$ cat src/rtl/dice_game_pkg.sv
// +--------------------------------------------------------------------+
// | dice_game_pkg : shared types and constants for the dice turn logic |
// | Rev 1.0                                                            |
// +--------------------------------------------------------------------+
`default_nettype none

package dice_game_pkg;

  typedef enum logic [2:0] {
    IDLE      = 3'd0,
    WAIT_ROLL = 3'd1,
    REQ       = 3'd2,
    SCORE     = 3'd3,
    ADVANCE   = 3'd4,
    FINAL     = 3'd5
  } turn_state_t;

  localparam int DICE_MIN     = 1;
  localparam int DICE_MAX     = 6;
  localparam int PLAYER_IDX_W = 2;
  localparam int ROUND_W      = 4;

  function automatic logic dice_legal(input logic [2:0] v);
    return (v >= 3'(DICE_MIN)) && (v <= 3'(DICE_MAX));
  endfunction

endpackage

`default_nettype wire

$ cat src/rtl/dice_turn_sched_score_bank.sv
// +--------------------------------------------------------------------+
// | score_bank : per-player saturating scores plus winner/tie compare  |
// | Rev 1.0                                                            |
// +--------------------------------------------------------------------+
`default_nettype none

module score_bank
  import dice_game_pkg::*;
#(
  parameter int NUM_PLAYERS = 2,
  parameter int SCORE_W     = 8
) (
  input  logic                           clk,
  input  logic                           rst,
  input  logic                           clr_i,
  input  logic                           add_en_i,
  input  logic [PLAYER_IDX_W-1:0]        add_idx_i,
  input  logic [2:0]                     add_val_i,
  output logic [NUM_PLAYERS*SCORE_W-1:0] scores_o,
  output logic [PLAYER_IDX_W-1:0]        winner_o,
  output logic                           tie_o
);

  logic [SCORE_W-1:0] score_q [NUM_PLAYERS];
  logic [SCORE_W-1:0] max_v;
  logic [2:0]         n_max;

  generate
    for (genvar p = 0; p < NUM_PLAYERS; p++) begin : g_player
      // One extra bit catches the carry so the add can clamp to all-ones.
      logic [SCORE_W:0] sum;
      assign sum = {1'b0, score_q[p]} + {{(SCORE_W-2){1'b0}}, add_val_i};

      always_ff @(posedge clk or posedge rst) begin
        if (rst) begin
          score_q[p] <= '0;
        end else if (clr_i) begin
          score_q[p] <= '0;
        end else if (add_en_i && (add_idx_i == PLAYER_IDX_W'(p))) begin
          score_q[p] <= sum[SCORE_W] ? '1 : sum[SCORE_W-1:0];
        end
      end

      assign scores_o[p*SCORE_W +: SCORE_W] = score_q[p];
    end
  endgenerate

  // Strict greater-than keeps the lowest index on equal scores.
  always_comb begin
    max_v    = score_q[0];
    winner_o = '0;
    for (int p = 1; p < NUM_PLAYERS; p++) begin
      if (score_q[p] > max_v) begin
        max_v    = score_q[p];
        winner_o = PLAYER_IDX_W'(p);
      end
    end
    n_max = '0;
    for (int p = 0; p < NUM_PLAYERS; p++) begin
      if (score_q[p] == max_v) begin
        n_max = n_max + 3'd1;
      end
    end
    tie_o = (n_max > 3'd1);
  end

endmodule

`default_nettype wire

$ cat src/rtl/dice_turn_sched.sv
// +--------------------------------------------------------------------+
// | dice_turn_sched : round-robin turn scheduler for a shared dice     |
// | roller. Optional bonus roll on a 6: define DICE_BONUS_ROLL_EN.     |
// | Rev 1.0                                                            |
// +--------------------------------------------------------------------+
`default_nettype none

module dice_turn_sched
  import dice_game_pkg::*;
#(
  parameter int NUM_PLAYERS = 2,
  parameter int NUM_ROUNDS  = 5,
  parameter int SCORE_W     = 8
) (
  input  logic                           clk,
  input  logic                           rst,
  input  logic                           play_en,
  input  logic                           restart,
  input  logic                           roll_tick,
  input  logic                           dice_ack,
  input  logic [2:0]                     dice_val,
  output logic                           roll_req,
  output logic [1:0]                     cur_player,
  output logic [NUM_PLAYERS*SCORE_W-1:0] scores,
  output logic [3:0]                     round_cnt,
  output logic                           game_final,
  output logic [1:0]                     winner,
  output logic                           tie
);

  turn_state_t              state_q, state_d;
  logic [PLAYER_IDX_W-1:0]  cur_q, cur_d;
  logic [ROUND_W-1:0]       round_q, round_d;
  logic [2:0]               dice_q, dice_d;
  logic                     req_q, req_d;
  logic                     final_q, final_d;
  logic [PLAYER_IDX_W-1:0]  winner_q, winner_d;
  logic                     tie_q, tie_d;
  logic                     add_en;
  logic                     clr;
  logic                     take_bonus;
  logic [PLAYER_IDX_W-1:0]  bank_winner;
  logic                     bank_tie;

`ifdef DICE_BONUS_ROLL_EN
  logic bonus_q, bonus_d;

  always_ff @(posedge clk or posedge rst) begin
    if (rst) bonus_q <= 1'b0;
    else     bonus_q <= bonus_d;
  end

  assign take_bonus = (dice_q == 3'(DICE_MAX)) && !bonus_q;

  // The flag survives the bonus turn and clears whenever the turn moves on.
  always_comb begin
    bonus_d = bonus_q;
    if (restart) begin
      bonus_d = 1'b0;
    end else if (state_q == ADVANCE && play_en) begin
      bonus_d = take_bonus;
    end
  end
`else
  assign take_bonus = 1'b0;
`endif

  always_ff @(posedge clk or posedge rst) begin
    if (rst) begin
      state_q  <= IDLE;
      cur_q    <= '0;
      round_q  <= '0;
      dice_q   <= '0;
      req_q    <= 1'b0;
      final_q  <= 1'b0;
      winner_q <= '0;
      tie_q    <= 1'b0;
    end else begin
      state_q  <= state_d;
      cur_q    <= cur_d;
      round_q  <= round_d;
      dice_q   <= dice_d;
      req_q    <= req_d;
      final_q  <= final_d;
      winner_q <= winner_d;
      tie_q    <= tie_d;
    end
  end

  always_comb begin
    state_d  = state_q;
    cur_d    = cur_q;
    round_d  = round_q;
    dice_d   = dice_q;
    final_d  = 1'b0;
    winner_d = winner_q;
    tie_d    = tie_q;
    add_en   = 1'b0;
    clr      = 1'b0;

    if (restart) begin
      // Restart outranks a same-cycle dice_ack, so its value is dropped.
      state_d  = WAIT_ROLL;
      cur_d    = '0;
      round_d  = '0;
      winner_d = '0;
      tie_d    = 1'b0;
      clr      = 1'b1;
    end else begin
      unique case (state_q)
        IDLE: begin
          if (play_en) state_d = WAIT_ROLL;
        end
        WAIT_ROLL: begin
          if (play_en && roll_tick) state_d = REQ;
        end
        REQ: begin
          // Acks are accepted even while paused; SCORE holds the value.
          if (dice_ack) begin
            dice_d  = dice_val;
            state_d = SCORE;
          end
        end
        SCORE: begin
          if (play_en) begin
            if (dice_legal(dice_q)) begin
              add_en  = 1'b1;
              state_d = ADVANCE;
            end else begin
              state_d = REQ;
            end
          end
        end
        ADVANCE: begin
          if (play_en) begin
            state_d = WAIT_ROLL;
            if (!take_bonus) begin
              if (cur_q == PLAYER_IDX_W'(NUM_PLAYERS - 1)) begin
                cur_d   = '0;
                round_d = round_q + ROUND_W'(1);
                if (round_q == ROUND_W'(NUM_ROUNDS - 1)) begin
                  state_d  = FINAL;
                  final_d  = 1'b1;
                  winner_d = bank_winner;
                  tie_d    = bank_tie;
                end
              end else begin
                cur_d = cur_q + PLAYER_IDX_W'(1);
              end
            end
          end
        end
        FINAL: begin
          state_d = FINAL;
        end
        default: begin
          state_d = IDLE;
        end
      endcase
    end

    req_d = (state_d == REQ);
  end

  score_bank #(
    .NUM_PLAYERS (NUM_PLAYERS),
    .SCORE_W     (SCORE_W)
  ) u_score_bank (
    .clk       (clk),
    .rst       (rst),
    .clr_i     (clr),
    .add_en_i  (add_en),
    .add_idx_i (cur_q),
    .add_val_i (dice_q),
    .scores_o  (scores),
    .winner_o  (bank_winner),
    .tie_o     (bank_tie)
  );

  assign roll_req   = req_q;
  assign cur_player = cur_q;
  assign round_cnt  = round_q;
  assign game_final = final_q;
  assign winner     = winner_q;
  assign tie        = tie_q;

endmodule

`default_nettype wire

$ cat config.mk
export PLATFORM = sky130hd
export DESIGN_NAME = dice_turn_sched
export DESIGN_NICKNAME = d
export VERILOG_FILES = /design/src/rtl/dice_game_pkg.sv /design/src/rtl/dice_turn_sched_score_bank.sv /design/src/rtl/dice_turn_sched.sv
export SDC_FILE = /design/constraint.sdc
export NUM_CORES = 1
export LEC_CHECK = 0
export ABC_CLOCK_PERIOD_IN_PS = 2400
export CAP_MARGIN = 20
export CORE_MARGIN = 2
export CORE_UTILIZATION = 27
export DETAILED_ROUTE_END_ITERATION = 10
export DONT_BUFFER_PORTS = 1
export SLEW_MARGIN = 20
export SYNTH_ARGS = -nofsm -noshare
export SYNTH_HDL_FRONTEND = slang
export SYNTH_HIERARCHICAL = 1
export SYNTH_SLANG_ARGS = --single-unit
$ cat constraint.sdc
create_clock -name clk -period 2.4 [get_ports clk]
set_input_delay 0.24 -clock clk [delete_from_list [all_inputs] [get_ports clk]]
set_output_delay 0.24 -clock clk [all_outputs]
set_load 0.05 [all_outputs]
## Word level (Yosys, flattened, before mapping)

Cells that the tools add are included.
W data, S select, Z words.

- Flip-flop bits (word level): 33
- Input bits: 9
- Output and inout bits: 27
- Logic and storage cells: 94

- Add/subtract/negate cells: 5
- Order comparisons: 4
- Equality and inequality tests: 10
- Multiplexer cells: 48
- Bitwise operators: 1
- Reductions and logical operators: 16

Operator list:

| cell | number |
|---|---|
| $mux W8 | 7 |
| $mux W3 | 10 |
| $add A8 B3 Y9 | 2 |
| $mux W2 | 9 |
| $pmux W3 S6 | 1 |
| $mux W1 | 17 |
| $eq A8 B8 Y1 | 2 |
| $mux W4 | 4 |
| $reduce_bool A2 Y1 | 6 |
| $eq A3 B2 Y1 const B | 3 |
| $gt A8 B8 Y1 | 1 |
| $eq A3 B3 Y1 const B | 2 |
| $reduce_and A3 Y1 | 2 |
| $add A4 B1 Y4 const B | 1 |
| $eq A4 B3 Y1 const B | 1 |
| $logic_and A1 B1 Y1 | 4 |
| $reduce_and A4 Y1 | 1 |
| $eq A3 B1 Y1 const B | 1 |
| $ge A3 B1 Y1 const B | 1 |
| $gt A3 B1 Y1 const B | 1 |
| $le A3 B3 Y1 const B | 1 |
| $logic_not A3 Y1 | 1 |
| $add A1 B1 Y2 const B | 1 |
| $add A2 B1 Y2 const B | 1 |
| 4 further kinds | 4 |

## Logic depth before layout (Yosys ltp)

- Word-level depth: 12
- Depth in mapped cells: 9
- Mapped depth without buffers: 8

## Hierarchy

The synthesis kept the hierarchy.

Modules (own cells, without submodules):

| module | times used | cells an instance | area each (um^2) | seq. area each (um^2) |
|---|---|---|---|---|
| score_bank | 1 | 143 | 1311.3 | 400.4 |
| dice_turn_sched | 1 | 83 | 887.1 | 425.4 |

## Least setup slack after synthesis

OpenSTA, ideal clock, no wires.

- Path kind: register to register
- Start point: reg u_score_bank.score_q, in the netlist u_score_bank/scores_o[0]
- End point: reg u_score_bank.score_q, in the netlist u_score_bank/scores_o[0]
- Library setup time: 0.099 ns
- Arrival: 2.308 ns
- Required time: 2.301 ns
- Slack: -0.007 ns
- Cell stages (with the launch flop): 8
- Path buffers: 0
- Period minus slack after synthesis: 2.407 ns
- Cell sequence: dfrtp_1 ha_1 inv_1 fa_1 and2b_2 o211ai_1 or3_4 a311oi_1

- Cells in the longest elaborated chain, start to end: 4

Ends and longest elaborated chain:

| element | RTL line | text |
|---|---|---|
| start, declared | dice_turn_sched_score_bank.sv:24 | `logic [SCORE_W-1:0] score_q [NUM_PLAYERS];` |
| start signal, assigned by index | dice_turn_sched_score_bank.sv:40 | `score_q[p] <= sum[SCORE_W] ? '1 : sum[SCORE_W-1:0];` |
| $add A8 B3 Y9 | dice_turn_sched_score_bank.sv:32 | `assign sum = {1'b0, score_q[p]} + {{(SCORE_W-2){1'b0}}, add_val_i};` |
| $mux W8 | dice_turn_sched_score_bank.sv:40 |  |
| $mux W8 | dice_turn_sched_score_bank.sv:39 | `end else if (add_en_i && (add_idx_i == PLAYER_IDX_W'(p))) begin` |
| $mux W8 | dice_turn_sched_score_bank.sv:37 | `end else if (clr_i) begin` |

Every way passes these cells. The select of a mux whose other input is x is not followed.
A chain may end at the register's enable or synchronous reset.

## Worst setup path in the final report

- Start point: reg dice_q[0]
- End point: reg u_score_bank.score_q, in the netlist u_score_bank/scores_o[0]

- Cells in the longest elaborated chain, start to end: 8
- Elaborated cells between the ends (all ways): 13
- Those cells by class: add/sub (1); order compare (2); mux (7); reduce/logical (3)

Ends and longest elaborated chain:

| element | RTL line | text |
|---|---|---|
| start, declared | dice_turn_sched.sv:34 | `logic [2:0] dice_q, dice_d;` |
| start signal, assigned | dice_turn_sched.sv:82 | `dice_q <= dice_d;` |
| $ge A3 B1 Y1 / $le A3 B3 Y1 (equally long branches) | dice_game_pkg.sv:24 | `return (v >= 3'(DICE_MIN)) && (v <= 3'(DICE_MAX));` |
| $logic_and A1 B1 Y1 | dice_game_pkg.sv:24 |  |
| $mux W1 | dice_turn_sched.sv:126 | `if (dice_legal(dice_q)) begin` |
| $mux W1 | dice_turn_sched.sv:125 | `if (play_en) begin` |
| $mux W1 | dice_turn_sched.sv:110 | `unique case (state_q)` |
| $mux W1 | dice_turn_sched.sv:101 | `if (restart) begin` |
| $logic_and A1 B1 Y1 | dice_turn_sched_score_bank.sv:39 |  |
| $reduce_bool A2 Y1 (no line) | n/a |  |

Parallel ways exist; a longest one is shown, timed or not. The select of a mux whose other input is x is not followed.

==> reports/results.ini <==
[clock_network]
ctsRootBufferMaster=clkbuf_8
cts_tree=yes
numCtsBuffers=5
clkTransAtPathRegs_ns=0.07
clk_path_buf_depth=2
cts.sinks=33
cts_setup_buffers=0
worstSkewPairLatency_ns=0.29
cts-htree-levels=2

[final_layout]
regArea_um2=827
final_cells=354
antenna_cells=0
multi_input_area_um2=1250
drive_gt1_share_pct=17.1
fin_area_um2=2570
design.final.nets=278
n_fill_cell=822
area_growth_pct=16.9

[synthesis]
synth.avg_cell_area_um2=9.73
synthesis.area_um2=2200
synth_nets=253
synth_cell_types=49
synth_commonest_cells=33 x dfrtp_1, 19 x inv_1, 16 x ha_1, 16 x nor2_1, 11 x a21oi_1
synth_edf_count=0
synth-main-ff-cell=dfrtp_1
yosysMostFrequentCell=dfrtp_1
synth.area.top_cells=dfrtp_1 38%, ha_1 9.1%, xnor2_1 3.6%, inv_1 3.2%, a311oi_1 2.8%
yosysWarningCount=6
yosysSeqAreaShare_pct=37.6
netlist.area_leader.share_pct=37.6
synth_top_area_cell=dfrtp_1
netlist_instances=226
async_reset_ff_share_pct=100
ys_ff_latch=33

[detailed_routing]
wl_per_cell_um=15.5
viasPerCell=4.95
drc=0
drt-initial-drc-count=106
drtAntennaViolNets=0
finalWirelength_um=5470
drt_pass1_iterations=4
vias=1754

[floorplanning]
design.core.area_um2=7810
die_w_um=94.2
rows=32
die_y_um=94.2
die_area_um2=8880
start_util_pct=28.2
ios=36

[timing]
setup_ws_ns=0.239
setup_viol=0
rsz0062_at_grt=false
max_freq_mhz=463
finalMaxSlewViolations=0
skew_ns=0.00440
worst_pin_slew_ns=0.642
hold_viol_final=0
slew_headroom_pct=57.2
tns_ns=0
finalCriticalPeriod_ns=2.16
timing.final.crit_share_pct=90.0

[worst_setup_path]
cp_slowest_cell=dfrtp_1
cp_num_cells=7
crit_chain=ha_1 > inv_1 > fa_1 > and2b_2 > o211ai_1 > or3_4 > a311oi_1
crit_fanout=5
reg2regPathDepth=7
critical-path-top-delay-family=simple AND/OR/NAND/NOR gates
start_kind=flip-flop
cp.arrival_ns=2.34
critPathCaptureType=flip-flop
cp_data_required_time_ns=2.58
crit_type=reg -> reg
critical-path-max-stage-delay_ns=0.41
path_buf_inv=1

[placed_design]
placed_area_um2=2450
routabilityCongestion=0.842
place_ws_ns=0.245
hpwl_um=4090
dpl.cell_count=343
port_buffers=0

[min_path]
min_path_type=in -> reg
hold_depth=1

[job]
max_cap_violations=0

[outcome]
status=complete, no violations

[power]
ir_drop_uv=249
p_per_area_nw_per_um2=434
p_leak_nw=1.09
power_mw=1.12

[global_route]
track_usage_pct=13.1
grt_pass1_vias=1737
antenna_found_initial=0
grt_max_degree=28
grt_pass1_wl_um=8890
grt.overflow.total=0

==> final timing paths <==
kind	from	slack [ns]	end
worst max-delay path	dice_q[0]$_DFFE_PP0P_	0.24	u_score_bank/scores_o[0]$_DFFE_PP0P_
worst min-delay path	restart	0.02	u_score_bank/scores_o[9]$_DFFE_PP0P_
worst max register to register	dice_q[0]$_DFFE_PP0P_	0.24	u_score_bank/scores_o[0]$_DFFE_PP0P_
worst min register to register	round_cnt[0]$_DFFE_PP0P_	0.56	round_cnt[0]$_DFFE_PP0P_
max in group asynchronous	rst	1.44	u_score_bank/scores_o[0]$_DFFE_PP0P_
min in group asynchronous	rst	0.51	u_score_bank/scores_o[2]$_DFFE_PP0P_
==> through the flow <==
| stage | utilization (%) | hold slack [ns] |
|---|---|---|
| after floorplan | - | 0.154 |
| after global placement | 31.4 | 0.258 |
| after detailed placement | 31.4 | 0.256 |
| after CTS | 32.8 | 0.00117 |
| after global routing | 32.9 | 0.00137 |
| final | 32.9 | 0.0188 |
==> report_power, final <==
group	switching [mW]	total (mW)	internal, mW	leakage, nW
Clock	0.216	0.416	0.200	0.0439
Combinational	0.0623	0.109	0.0470	0.590
Sequential	0.0221	0.591	0.569	0.452
==> area by class of cell <==
cell class / instances / share of cell area (%)
multi-input combinational: 165 / 48.5
sequential: 33 / 32.2
timing repair buffer: 27 / 8.18
tap: 102 / 4.97
inverter: 19 / 2.78
clock buffer: 5 / 2.68
clock inverter: 3 / 0.682
==> layer usage <==
layer  track usage, %  part of all wire [%]  vias up
li1                 -                     -      868
met4             4.83                   1.7        0
met1             16.5                    43      825
met2             20.5                    47       54
met5                0                     0        -
met3             4.82                   8.9        7
==> registers in the layout (all words and copies together) (netlist names) <==
name / cells
u_score_bank/scores_o: 16
round_cnt: 4
dice_q: 3
state_q: 3
cur_player: 2
winner: 2
game_final: 1
roll_req: 1
tie: 1
==> cells in the final DEF (no fill, tap or decap), drive strengths merged, types with 4 or more instances in the layout <==
master and count:
dfrtp 33, buf 24, inv 19, nor2 16, ha 16, a21oi 11, nor3 10, nand2b 9
xnor2 9, nand3 7, a311oi 7, mux2i 6, nor2b 6, o211ai 6, o21ai 6, a31oi 5
clkbuf 5, a211oi 5, mux2 4, and3 4, nand4 4
==> kinds of logic (layout without fill, tap and decap cells) <==
| kind of cell | after synthesis | in the layout | share of synthesized area [%] |
|---|---|---|---|
| AO/OA/AOI/OAI | 51 | 51 | 16.1 |
| XOR/XNOR | 11 | 11 | 4.38 |
| adder cells (fa/ha/maj) | 18 | 18 | 10.9 |
| buffers and inverters | 28 | 54 | 5.69 |
| flip-flops | 33 | 33 | 37.6 |
| multiplexers | 10 | 10 | 4.78 |
| other | 1 | 1 | 0.171 |
| AND/OR/NAND/NOR | 74 | 74 | 20.4 |
==> timing repair <==
item	4_1_cts	5_1_grt
hold buffers	2	1
endpoints found under the hold margin	40	7
resized for setup	0	0
Power figures use the tool's default switching activity.
